`src/rtl/lsu_mem_stage.sv`:
```
// MEM-stage load/store unit: lane-shifts stores, extends loads, and stalls until the data memory handshake completes.
// Optional `LSU_TIMEOUT_EN` aborts a BUSY access after TIMEOUT_CYCLES cycles with no dmem_ready.
module lsu_mem_stage #(
  parameter int ADDR_W         = 32,
  parameter int TIMEOUT_CYCLES = 64
) (
  input  logic              clk,
  input  logic              reset,
  input  logic              req_valid,
  input  logic              mem_read,
  input  logic [3:0]        mem_write,
  input  logic [1:0]        read_size,
  input  logic              read_signed,
  input  logic [ADDR_W-1:0] addr,
  input  logic [31:0]       store_data,
  output logic              stall,
  output logic [31:0]       load_data,
  output logic              load_valid,
  output logic              access_err,
  output logic              dmem_req,
  output logic              dmem_we,
  output logic [3:0]        dmem_be,
  output logic [ADDR_W-1:0] dmem_addr,
  output logic [31:0]       dmem_wdata,
  input  logic              dmem_ready,
  input  logic [31:0]       dmem_rdata
);

  typedef enum logic [1:0] {IDLE, BUSY, DONE} state_t;

  state_t            state_q, state_d;
  logic              we_q, we_d;
  logic [3:0]        be_q, be_d;
  logic [ADDR_W-1:0] addr_q, addr_d;
  logic [31:0]       wdata_q, wdata_d;
  logic              is_load_q, is_load_d;
  logic [1:0]        size_q, size_d;
  logic              sgn_q, sgn_d;
  logic [1:0]        off_q, off_d;
  logic [31:0]       load_data_q, load_data_d;
  logic              timeout;

  function automatic logic [31:0] extend_load(input logic [31:0] rdata, input logic [1:0] size,
                                               input logic sgn, input logic [1:0] off);
    logic [31:0] w;
    logic [15:0] h;
    w = rdata >> {off, 3'b000};
    h = off[1] ? rdata[31:16] : rdata[15:0];
    case (size)
      2'd0:    return sgn ? {{24{w[7]}}, w[7:0]} : {24'd0, w[7:0]};
      2'd1:    return sgn ? {{16{h[15]}}, h} : {16'd0, h};
      default: return rdata;
    endcase
  endfunction

`ifdef LSU_TIMEOUT_EN
  localparam int CNT_W = $clog2(TIMEOUT_CYCLES + 1);
  logic [CNT_W-1:0] cnt_q, cnt_d;

  assign timeout = (state_q == BUSY) && !dmem_ready && (cnt_q == CNT_W'(TIMEOUT_CYCLES));

  always_comb begin
    cnt_d = cnt_q;
    if (state_q != BUSY) cnt_d = '0;
    else if (!dmem_ready && !timeout) cnt_d = cnt_q + 1'b1;
  end

  always_ff @(posedge clk) begin
    if (reset) cnt_q <= '0;
    else       cnt_q <= cnt_d;
  end
`else
  assign timeout = 1'b0;
`endif

  logic       access, is_half, is_word, bad;
  logic [3:0] mask;

  always_comb begin
    access  = req_valid & (mem_read | (|mem_write));
    is_half = mem_read ? (read_size == 2'd1) : (mem_write == 4'b0011);
    is_word = mem_read ? (read_size == 2'd2) : (mem_write == 4'b1111);
    bad     = (mem_read & (|mem_write))
            | (mem_read & (read_size == 2'd3))
            | (!mem_read && (|mem_write) && !(mem_write inside {4'b0001, 4'b0011, 4'b1111}))
            | (is_half & addr[0])
            | (is_word & (|addr[1:0]));
    case (read_size)
      2'd0:    mask = 4'b0001;
      2'd1:    mask = 4'b0011;
      default: mask = 4'b1111;
    endcase
    if (!mem_read) mask = mem_write;
  end

  always_comb begin
    state_d     = state_q;
    we_d        = we_q;
    be_d        = be_q;
    addr_d      = addr_q;
    wdata_d     = wdata_q;
    is_load_d   = is_load_q;
    size_d      = size_q;
    sgn_d       = sgn_q;
    off_d       = off_q;
    load_data_d = load_data_q;
    stall       = 1'b0;
    access_err  = 1'b0;
    load_valid  = 1'b0;
    dmem_req    = 1'b0;
    case (state_q)
      IDLE: begin
        if (access) begin
          if (bad) begin
            access_err = 1'b1;
          end else begin
            stall     = 1'b1;
            we_d      = !mem_read;
            be_d      = mask << addr[1:0];
            addr_d    = {addr[ADDR_W-1:2], 2'b00};
            wdata_d   = store_data << {addr[1:0], 3'b000};
            is_load_d = mem_read;
            size_d    = read_size;
            sgn_d     = read_signed;
            off_d     = addr[1:0];
            state_d   = BUSY;
          end
        end
      end
      BUSY: begin
        if (timeout) begin
          access_err = 1'b1;
          state_d    = IDLE;
        end else begin
          dmem_req = 1'b1;
          stall    = 1'b1;
          if (dmem_ready) begin
            if (is_load_q) load_data_d = extend_load(dmem_rdata, size_q, sgn_q, off_q);
            state_d = DONE;
          end
        end
      end
      DONE: begin
        // req_valid here still belongs to the retiring instruction.
        load_valid = is_load_q;
        state_d    = IDLE;
      end
      default: state_d = IDLE;
    endcase
  end

  always_ff @(posedge clk) begin
    if (reset) begin
      state_q     <= IDLE;
      we_q        <= 1'b0;
      be_q        <= 4'd0;
      addr_q      <= '0;
      wdata_q     <= 32'd0;
      is_load_q   <= 1'b0;
      size_q      <= 2'd0;
      sgn_q       <= 1'b0;
      off_q       <= 2'd0;
      load_data_q <= 32'd0;
    end else begin
      state_q     <= state_d;
      we_q        <= we_d;
      be_q        <= be_d;
      addr_q      <= addr_d;
      wdata_q     <= wdata_d;
      is_load_q   <= is_load_d;
      size_q      <= size_d;
      sgn_q       <= sgn_d;
      off_q       <= off_d;
      load_data_q <= load_data_d;
    end
  end

  assign dmem_we    = we_q;
  assign dmem_be    = be_q;
  assign dmem_addr  = addr_q;
  assign dmem_wdata = wdata_q;
  assign load_data  = load_data_q;

endmodule
```
`config.mk`:
```
export PLATFORM = sky130hd
export DESIGN_NAME = lsu_mem_stage
export DESIGN_NICKNAME = d
export VERILOG_FILES = /design/src/rtl/lsu_mem_stage.sv
export SDC_FILE = /design/constraint.sdc
export NUM_CORES = 1
export LEC_CHECK = 0
export BUFFER_PORTS_ARGS = -buffer_cell sky130_fd_sc_hd__clkbuf_2
export CORE_MARGIN = 2
export CORE_UTILIZATION = 50
export CTS_BUF_LIST = sky130_fd_sc_hd__clkbuf_8
export DETAILED_ROUTE_END_ITERATION = 7
export PLACE_DENSITY = 0.95
export SKIP_CTS_REPAIR_TIMING = 1
export SLEW_MARGIN = 25
export SYNTH_ARGS = -nofsm -noshare
export SYNTH_HDL_FRONTEND = slang
export SYNTH_SLANG_ARGS = --single-unit
export TNS_END_PERCENT = 5
```
`constraint.sdc`:
```
create_clock -name clk -period 8.32 [get_ports clk]
set_input_delay 2.496 -clock clk [delete_from_list [all_inputs] [get_ports clk]]
set_output_delay 2.496 -clock clk [all_outputs]
set_load 0.02 [all_outputs]
```
======== Word-level counts from Yosys, hierarchy flattened ========
Index checks and enable logic that the tools add are counted.
storage, ports and cells
  register bits after elaboration ......... 107
  input port bits ......................... 108
  output and inout port bits .............. 105
  word-level logic and storage cells ...... 69
operators by class
  equality and inequality tests ........... 12
  shift-type cells ........................ 3
  multiplexer cells ....................... 20
  bitwise gates (word level) .............. 11
  reductions and logical operators ........ 13
operators by type and width
  operator            count
  $mux 32             2
  $pmux 32 s2         1
  $shl 32x5->32       1
  $shr 32x5->8        1
  $mux 16             1
  $mux 1              9
  $reduce_and 3->1    3
  $pmux 4 s2          1
  $eq 2x1->1 const B  3
  $eq 2x2->1 const B  3
  $logic_not 2->1     3
  $mux 2              3
  $ne 2x2->1 const B  3
  $and 1x1->1         5
  $or 1x1->1          5
  $eq 4x1->1 const B  1
  $eq 4x2->1 const B  1
  $eq 4x4->1 const B  1
  $mux 4              1
  $pmux 2 s2          1
  $reduce_or 4->1     1
  $shl 4x2->4         1
  $reduce_bool 3->1   1
  $logic_and 1x1->1   2
  other kinds (4)     5

======== Longest topological paths before layout ========
Gate-level depths: netlist of the first run.
  depth in word-level cells ............... 10
  depth in mapped cells ................... 8
  depth with buffers taken out ............ 5

======== Least setup slack after synthesis of the first run ========
OpenSTA, ideal clock, no wires.
  kind .................................... input to output
  start ................................... in mem_read
  end ..................................... out stall
  arrival time ............................ 3.939 ns
  data required time ...................... 5.824 ns
  slack ................................... 1.885 ns
  stages .................................. 8
  path buffers ............................ 3
  cell sequence ........................... buf_4 -> and2_4 -> o221ai_4 -> o211a_1 -> buf_2 -> buf_2 -> a21oi_1 -> nor2_1
on the way
  word-level cells in the longest chain between the ends .. 9
  elaborated cells on any way between the ends .. 18
  those cells by class .................... mux: 5; bitwise: 10; reduce/logical: 3
ends and longest elaborated chain
  what                            RTL line  RTL
  start: declaration              10        input logic mem_read,
  $logic_not 1->1                 85        | (!mem_read && (|mem_write) && !(mem_write inside {4'b0001, 4'b0011, 4'b1111}))
  $logic_and 1x1->1 (2 in a row)  85
  $or 1x1->1                      85
  $or 1x1->1                      86        | (is_half & addr[0])
  $or 1x1->1                      87        | (is_word & (|addr[1:0]));
  $mux 1                          114       if (bad) begin
  $mux 1 (*)                      113       if (access) begin
  $pmux 1 s2 (*)                  111       case (state_q)
  end: declaration                16        output logic stall,
Mark *: on every way between the ends. The rest lies on a longest branch, timed or not.

======== Worst setup path in the final report of the first run ========
  start ................................... in addr[1]
  end ..................................... out access_err
on the way
  word-level cells in the longest chain between the ends .. 6
ends and longest elaborated chain
  what                RTL line  RTL
  start: declaration  14        input logic [ADDR_W-1:0] addr,
  $reduce_or 2->1     87
  $and 1x1->1         87
  $or 1x1->1          87
  $mux 1              114
  $mux 1              113
  $mux 1              --
  end: declaration    19        output logic access_err,
No other way between the ends.

==> results of run 1 <==
## worst min path at each step
stage	startpoint	to	slack, ns	depth (start not counted)
2_1_floorplan	sgn_q	sgn_q	0.48	2
3_3_place_gp	dmem_wdata[15]	dmem_wdata[15]	0.46	2
3_5_place_dp	dmem_addr[12]	dmem_addr[12]	0.47	2
4_1_cts	dmem_addr[12]	dmem_addr[12]	0.48	2
5_1_grt	dmem_wdata[8]	dmem_wdata[8]	0.50	2
6_report	dmem_wdata[9]	dmem_wdata[9]	0.48	2
## cells in the mapped netlist (all sizes together) (12+ instances only)
| cell type | count | area share |
|---|---|---|
| dfxtp | 107 | 0.41 |
| nand2b | 13 | 0.016 |
| inv | 12 | 0.0087 |
| nand2 | 54 | 0.039 |
| nor2 | 68 | 0.049 |
| clkbuf | 43 | 0.031 |
| mux2i | 19 | 0.037 |
| buf | 25 | 0.026 |
| a211oi | 33 | 0.048 |
| a21oi | 76 | 0.074 |
| nand3 | 40 | 0.039 |
| o21ai | 74 | 0.072 |
## worst register-to-register path: cells and delay by family, from the launching register on
kind,cells,cell delay [ns]
muxes,1,0.59
and+or+nand+nor,2,0.17
AOI/OAI and AO/OA,2,0.85
DFF,1,0.91
## area by class of cell
class,count,area (um2)
Tap cell,136,170
Timing Repair Buffer,215,1090
Clock inverter,6,48.8
Clock buffer,10,138
Inverter,12,45.0
Multi-Input combinational cell,470,2700
Fill cell,945,3850
Sequential cell,107,2140
## cells by family after synthesis
kind of cell / share of synthesized area
flops: 0.414
compound gates: 0.260
simple gates: 0.196
buf+inv: 0.0660
other cells: 0.000725
mux: 0.0629
## through the flow
step | hold slack, ns | cells | setup slack, ns | instance area [um2] | power [mW]
floorplan | 0.479 | 657 | 1.89 | 5180 | 0.624
global placement | 0.457 | 940 | 1.46 | 6140 | 0.676
detailed placement | 0.466 | 940 | 1.42 | 6140 | 0.679
CTS | 0.480 | 956 | 1.43 | 6330 | 0.980
global route | 0.498 | 956 | 1.23 | 6330 | 1.02
finish | 0.478 | 956 | 1.39 | 6330 | 0.977
## per-layer routing
layer	vias to the layer above	track usage	share of wire
li1	2665	-	-
met1	2523	0.350	0.41
met2	283	0.449	0.48
met3	34	0.0637	0.084
met4	0	0.0987	0.027
met5	-	0	0
## sequential cells by signal, indices dropped and copies added (netlist names), 2 cells and up
register    cells
size_q          2
state_q         2
dmem_wdata     32
dmem_addr      30
load_data      32
off_q           2
dmem_be         4
## report_power, final
| group | switching [mW] | total (mW) | internal [mW] |
|---|---|---|---|
| registers | 0.00636 | 0.526 | 0.520 |
| clock network | 0.187 | 0.307 | 0.121 |
| logic | 0.0923 | 0.144 | 0.0513 |
==> flow_summary.ini, run 1 <==
[setup_path]
reg2reg_depth = 5
crit_path_end = access_err
critPathSlowestCell = buf_4
end_kind = output pin
crit_path_max_incr_delay_ns = 0.54
setup.worst_path.start = addr[1]
regToRegStartpoint = off_q[1]
critPathKind = in2out
r2r-end = load_data[28]
crit_fanout = 65
cp_data_arrival_time_ns = 4.43
worstPathRequired_ns = 5.82
startpoint_type = primary input
regToRegSetupSlack_ns = 5.65
crit_buf_inv = 3
crit_chain = clkbuf_2 > nor2_1 > o211a_2 > buf_4 > nor2_1 > clkbuf_2
cp.depth = 6
crit_family = buffers and inverters

[sta]
finalSetupTns_ns = 0
fin_crit_ns = 6.93
setup_violations = 0
tightest_slew_ns = 0.988
fin_crit_sh = 0.833
slew_viol_final = 0
max_freq_ghz = 0.144
rsz0062_at_grt = false
fin_skew_ns = 0.0164
finalHoldViolations = 0
relSlewSlack = 0.341

[detailed_routing]
drc = 0
wl_per_cell_um = 16.5
drt-initial-drc-count = 472
drt-pass1-iter-count = 5
num_vias = 5505
postRouteAntennaNets = 0
viasPerCell = 5.76
drt_wl_total_mm = 15.7

[pwr]
max-vdd-ir-drop_mv = 0.108
power.density_nw_per_um2 = 154
p_leak_nw = 2.57

[yosys]
synth_area_per_cell_um2 = 7.89
ys_seq_area_frac = 0.414
synthDistinctLibCells = 45
syn_inst = 656
async_flop_share = 0
syn_area_um2 = 5170
ys_ff_latch = 107
ys_warn_count = 0
synth_edf_count = 0
synth-main-ff-cell = dfxtp_1

[grt]
antenna_found_initial = 0
grt_pass1_vias = 5027
grt_max_degree = 95
grt.total_usage = 0.273
grt_pass1_wl_mm = 24.9
grt_overflow = 0

[clock_tree]
cts_num_sinks = 107
tritoncts = yes
cts_root_buf = clkbuf_8
cts_buffers = 9
clockBufferDepth = 2
path_clk_slew_ns = 0.10
htree_levels = 3
clock_latency_ns = 0.37

[floorplanning]
die_y_um = 106
die_w_um = 106
start_util = 0.508
core_area_um2 = 10200
rows = 37
pin_count = 213
dieArea_um2 = 11200

[placement]
gp_congestion = 0.886
port_buffers = 210
hpwl_mm = 10.9

[job]
drv_cap = 0

[layout]
layout_common_cells = clkbuf_2, dfxtp_1, a21oi_1
nets = 923
final_common_cell = clkbuf_2
n_antenna_cell = 0
areaGrowthSynthToFinish_pct = 22.4
drive_above_1_share = 0.307
final_util = 0.622

[run_status]
run_status = completed

[hold_path]
min_path_type = reg2reg
(Power assumes the default switching activity.)
==> run 2: changes to the inputs <==
--- a/config.mk
+++ b/config.mk
@@ -5,12 +5,13 @@
 export SDC_FILE = /design/constraint.sdc
 export NUM_CORES = 1
 export LEC_CHECK = 0
+export ABC_AREA = 1
 export BUFFER_PORTS_ARGS = -buffer_cell sky130_fd_sc_hd__clkbuf_2
 export CORE_MARGIN = 2
-export CORE_UTILIZATION = 50
+export CORE_UTILIZATION = 46
 export CTS_BUF_LIST = sky130_fd_sc_hd__clkbuf_8
 export DETAILED_ROUTE_END_ITERATION = 7
-export PLACE_DENSITY = 0.95
+export PLACE_DENSITY = 0.91
 export SKIP_CTS_REPAIR_TIMING = 1
 export SLEW_MARGIN = 25
 export SYNTH_ARGS = -nofsm -noshare
==> constraint.sdc (replaced) <==
create_clock -name clk -period 6 [get_ports clk]
set_input_delay 1.8 -clock clk [delete_from_list [all_inputs] [get_ports clk]]
set_output_delay 1.8 -clock clk [all_outputs]
set_load 0.02 [all_outputs]
==> run 2 against run 1 <==
- non-clock buffer count shrank 1
- hold slack got worse by 0.0069 ns
- global-route usage fell by 3.7 points
- total power up 40%
- count of clock-buffer cells in the layout decreased by 1
- register-to-register slack worse by 2.2 ns
- largest power group unchanged
==> flow_summary.ini, run 2 <==
[run_status]
run_status = completed

[pwr]
p_clk_frac = 0.293
comb_power_share = 0.167
power_mw = 1.37
p_switching_mw = 0.414
p_int_mw = 0.957
swShare = 0.302
power_frac_seq = 0.540
p_leak_nw = 3.71
power.density_nw_per_um2 = 206
max-vdd-ir-drop_mv = 0.134

[detailed_routing]
wl_per_cell_um = 13.0
postRouteAntennaNets = 0
viasPerCell = 4.88
drt-pass1-iter-count = 7
num_vias = 5867
drt-initial-drc-count = 549
drc = 0
drt_wl_total_mm = 15.6

[floorplanning]
dieArea_um2 = 12900
start_util = 0.466
rows = 40
die_w_um = 114
core_area_um2 = 11900
die_y_um = 114
pin_count = 213

[yosys]
ys_warn_count = 0
syn_area_um2 = 5520
syn_inst = 881
synthDistinctLibCells = 30
synth_most_common_cell = nand2_1
synth_area_leader_cell = dfxtp_1
synth_area_per_cell_um2 = 6.27
synth_edf_count = 0
synth-main-ff-cell = dfxtp_1
synthTopCellsByCount = nand2_1, nor2_1, inv_1, dfxtp_1, a21oi_1
async_flop_share = 0
synth_top_area_share = 0.388
ys_seq_area_frac = 0.388
synth.area.top_cells = dfxtp_1, nand2_1, nor2_1
ys_ff_latch = 107

[placement]
gp_congestion = 0.947
port_buffers = 210
dp.cells = 1186
placed_cell_area_um2 = 6500
hpwl_mm = 11.4

[layout]
nets = 1158
ff_latch_area_um2 = 2140
multi_input_area_um2 = 2660
n_antenna_cell = 0
instances_no_fill = 1202
final_common_cell = nand2_1
areaGrowthSynthToFinish_pct = 20.7
layout_common_cells = nand2_1, clkbuf_2, nor2_1
final_util = 0.562
n_fill_cell = 1160
fin_area_um2 = 6670
drive_above_1_share = 0.227

[clock_tree]
cts_root_buf = clkbuf_8
cts_num_sinks = 107
clockBufferDepth = 2
tritoncts = yes
path_clk_slew_ns = 0.10
clock_latency_ns = 0.39
cts_buffers = 9
htree_levels = 3

[hold_path]
hold_path_end = dmem_wdata[2]
min-delay-start = dmem_wdata[2]
min_path_type = reg2reg
hold_depth = 2

[setup_path]
regToRegSetupSlack_ns = 3.46
crit_chain = clkbuf_2 > nor2_1 > nand3_1 > nand3_1 > nand3_1 > nor2_2 > nor2_1 > clkbuf_2
setup.worst_path.start = mem_read
reg2reg_depth = 8
crit_family = simple AND/OR/NAND/NOR gates
crit_path_max_incr_delay_ns = 0.37
regToRegStartpoint = state_q[0]
startpoint_type = primary input
worstPathRequired_ns = 4.20
critPathSlowestCell = nand3_1
crit_buf_inv = 2
end_kind = output pin
r2r-end = dmem_wdata[21]
crit_fanout = 13
critPathKind = in2out
cp_data_arrival_time_ns = 3.34
crit_top_cell = nand3_1

[sta]
tightest_slew_ns = 0.919
fin_skew_ns = 0.00559
rsz0062_at_grt = false
slew_viol_final = 0
max_freq_ghz = 0.195
finalHoldViolations = 0
setup_violations = 0
relSlewSlack = 0.387
fin_crit_ns = 5.14
finalSetupTns_ns = 0
fin_crit_sh = 0.856

[grt]
grt_pass1_wl_mm = 24.3
grt.total_usage = 0.236
grt_overflow = 0
grt_max_degree = 97
antenna_found_initial = 0
grt_pass1_vias = 4914

[job]
drv_cap = 0
-- run 2: changes by cell type after synthesis, sizes merged, moves of 18 or more --
cell	delta
a211oi	-33
a21oi	-22
inv	+100
mux2i	-19
nand2	+227
nand3	-18
nor2	+68
o21ai	-40
-- run 2: logic make-up after synthesis --
logic type,after synthesis,share of synthesized area
and+or+nand+nor,473,0.344
buffers and inverters,172,0.133
DFF,107,0.388
AOI/OAI and AO/OA,128,0.135
other,1,0.000679
-- run 2: layout make-up --
| type | count | share of cell area |
|---|---|---|
| multi-input combinational | 603 | 0.399 |
| clock inverter | 7 | 0.00657 |
| clock buffer | 9 | 0.0186 |
| tap | 147 | 0.0276 |
| inverter | 115 | 0.0647 |
| timing repair buffer | 214 | 0.162 |
| sequential | 107 | 0.321 |
-- run 2: power by group through the flow --
stage	combinational (mW)	sequential (mW)	clock (mW)
after floorplan	0.129	0.773	0
after global placement	0.224	0.756	0
after detailed placement	0.226	0.757	0
after CTS	0.227	0.741	0.421
after global routing	0.255	0.744	0.452
final	0.229	0.741	0.402
-- run 2: worst max-delay path by stage --
stage,cells after the start,slack (ns),to
3_5_place_dp,8,0.89,access_err
3_3_place_gp,8,0.90,access_err
6_report,8,0.86,access_err
4_1_cts,8,0.88,access_err
5_1_grt,8,0.68,access_err
2_1_floorplan,8,1.35,stall
-- run 2: layer usage --
layer / global-route usage / vias to the layer above / part of all wire
met3: 0.0510 / 37 / 0.069
met5: 0 / - / 0
met2: 0.383 / 239 / 0.46
li1: - / 3076 / -
met1: 0.308 / 2515 / 0.44
met4: 0.0919 / 0 / 0.029
-- run 2: through the flow --
step                setup WS (ns)  hold slack, ns
global route                0.683           0.502
floorplan                    1.35           0.443
finish                      0.864           0.471
detailed placement          0.888           0.459
global placement            0.895           0.454
CTS                         0.881           0.474
-- run 2: tightest hold or removal path, stage by stage (launching register included) --
cell and delay [ns]:
dfxtp_1 0.32, nand2_1 0.06, a21oi_1 0.05
==> run 3: changes to the inputs <==
--- a/config.mk
+++ b/config.mk
@@ -6,12 +6,12 @@
 export NUM_CORES = 1
 export LEC_CHECK = 0
 export ABC_AREA = 1
-export BUFFER_PORTS_ARGS = -buffer_cell sky130_fd_sc_hd__clkbuf_2
 export CORE_MARGIN = 2
-export CORE_UTILIZATION = 46
+export CORE_UTILIZATION = 50
 export CTS_BUF_LIST = sky130_fd_sc_hd__clkbuf_8
 export DETAILED_ROUTE_END_ITERATION = 7
-export PLACE_DENSITY = 0.91
+export DONT_BUFFER_PORTS = 1
+export PLACE_DENSITY = 0.65
 export SKIP_CTS_REPAIR_TIMING = 1
 export SLEW_MARGIN = 25
 export SYNTH_ARGS = -nofsm -noshare
==> run 3 against run 2 <==
- global-route usage increased by 1.3 points
- clock power increased by 16%
- first-iteration DRC count decreased by 17%
- via count decreased by 13%
- sequential share of layout area increased by 5.8 points
- non-clock buffer count decreased by 210
- count of clock-buffer cells in the layout increased by 1
- clock skew increased by 0.0076 ns
- largest cell class unchanged
- largest power group unchanged
==> flow_summary.ini, run 3 (synthesis results as in run 2) <==
[clock_tree]
cts_num_sinks = 107
path_clk_slew_ns = 0.10
cts_root_buf = clkbuf_8
cts_buffers = 9
clockBufferDepth = 2
clock_latency_ns = 0.39
htree_levels = 3
tritoncts = yes

[pwr]
power.density_nw_per_um2 = 243
max-vdd-ir-drop_mv = 0.164
p_leak_nw = 2.79
power_mw = 1.37

[setup_path]
crit_buf_inv = 1
reg2reg_depth = 8
worstPathRequired_ns = 4.20
end_kind = output pin
critPathSlowestCell = nand3_1
startpoint_type = primary input
crit_top_cell = nand3_1
cp_data_arrival_time_ns = 3.16
crit_path_max_incr_delay_ns = 0.38
critPathKind = in2out
crit_family = simple AND/OR/NAND/NOR gates
crit_fanout = 13
crit_chain = inv_1 > nor2_1 > nand3_1 > nand3_1 > nand3_1 > nor2_2 > nor2_1
r2r-end = dmem_wdata[17]
regToRegStartpoint = state_q[0]
regToRegSetupSlack_ns = 3.23

[grt]
grt.total_usage = 0.248
grt_pass1_vias = 4520
grt_max_degree = 89
antenna_found_initial = 0
grt_overflow = 0
grt_pass1_wl_mm = 22.9

[detailed_routing]
drt-pass1-iter-count = 5
drc = 0
viasPerCell = 5.19
drt-initial-drc-count = 455
postRouteAntennaNets = 0
num_vias = 5116
wl_per_cell_um = 15.3
drt_wl_total_mm = 15.0

[layout]
drive_above_1_share = 0.0367
nets = 948
layout_common_cells = nand2_1, nor2_1, inv_1
areaGrowthSynthToFinish_pct = 2.29
n_antenna_cell = 0
instances_no_fill = 985
n_fill_cell = 1116
final_common_cell = nand2_1

[sta]
finalWorstSetupSlack_ns = 1.04
relSlewSlack = 0.410
fin_crit_ns = 4.96
rsz0062_at_grt = false
finalSetupTns_ns = 0
fin_crit_sh = 0.827
finalHoldViolations = 0
slew_viol_final = 0
tightest_slew_ns = 0.880
fin_skew_ns = 0.0132
worst_hold_slack_ns = 0.461
setup_violations = 0
max_freq_ghz = 0.201

[placement]
hpwl_mm = 11.0
port_buffers = 0
gp_congestion = 0.860
dp.cells = 969
dpl_worst_slack_ns = 1.02

[floorplanning]
die_w_um = 109
die_y_um = 109
core_area_um2 = 10800
rows = 38
dieArea_um2 = 11900
pin_count = 213
start_util = 0.512

[run_status]
run_status = completed

[hold_path]
min_path_type = reg2reg
hold_depth = 2
hold_path_end = is_load_q
min-delay-start = is_load_q

[job]
drv_cap = 0
## run 3: changes by cell type in the layout (fill, tap and decap cells not counted)
cell and change:
clkinvlp_4 +2, bufinv_16 +1, inv_8 +1, clkbuf_8 +1, inv_1 -1, clkinv_4 +1
clkbuf_2 -210, inv_6 -2, clkinv_2 -3
## run 3: final cells by class
cell class,count,area (um2),share of cell area
inverter,115,432,0.0764
multi-input combinational,603,2660,0.471
clock inverter,6,72.6,0.0128
tap,140,175,0.0310
timing repair buffer,4,30.0,0.00531
clock buffer,10,138,0.0244
sequential,107,2140,0.379
## run 3: how the worst max path moves through the flow
stage,start,end,slack [ns],cells past startpoint
floorplan,addr[0],stall,1.35,8
global placement,mem_write[2],access_err,1.11,7
detailed placement,req_valid,stall,1.02,5
CTS,req_valid,stall,1.02,5
global route,req_valid,stall,0.85,5
finish,mem_write[2],access_err,1.04,7
## run 3: routing by layer
metal | global-route usage | wire, um
met1 | 0.331 | 6540
met4 | 0.0769 | 285
met3 | 0.0962 | 1690
met2 | 0.370 | 6520
met5 | 0 | 0
## run 3: where the power goes
part / switching (mW) / leakage [nW] / total [mW] / internal, mW
Clock: 0.260 / 0.0966 / 0.468 / 0.208
Sequential: 0.0365 / 0.866 / 0.765 / 0.728
Combinational: 0.0961 / 1.83 / 0.140 / 0.0442
## run 3: through the flow
step / area, um2 / util
6_report: 5650 / 0.524
5_1_grt: 5650 / 0.524
4_1_cts: 5650 / 0.523
3_5_place_dp: 5440 / 0.504
3_3_place_gp: 5440 / 0.504
2_1_floorplan: 5530 / -
## run 3: worst reg2reg max path, stage by stage, from the launching register on
cell and delay [ns]:
dfxtp_1 0.33, nor3b_1 0.34, nand2_1 0.12, inv_1 0.44, nand4_1 0.25, buf_4 0.32, buf_4 0.43, a21oi_1 0.37
nor2_1 0.07
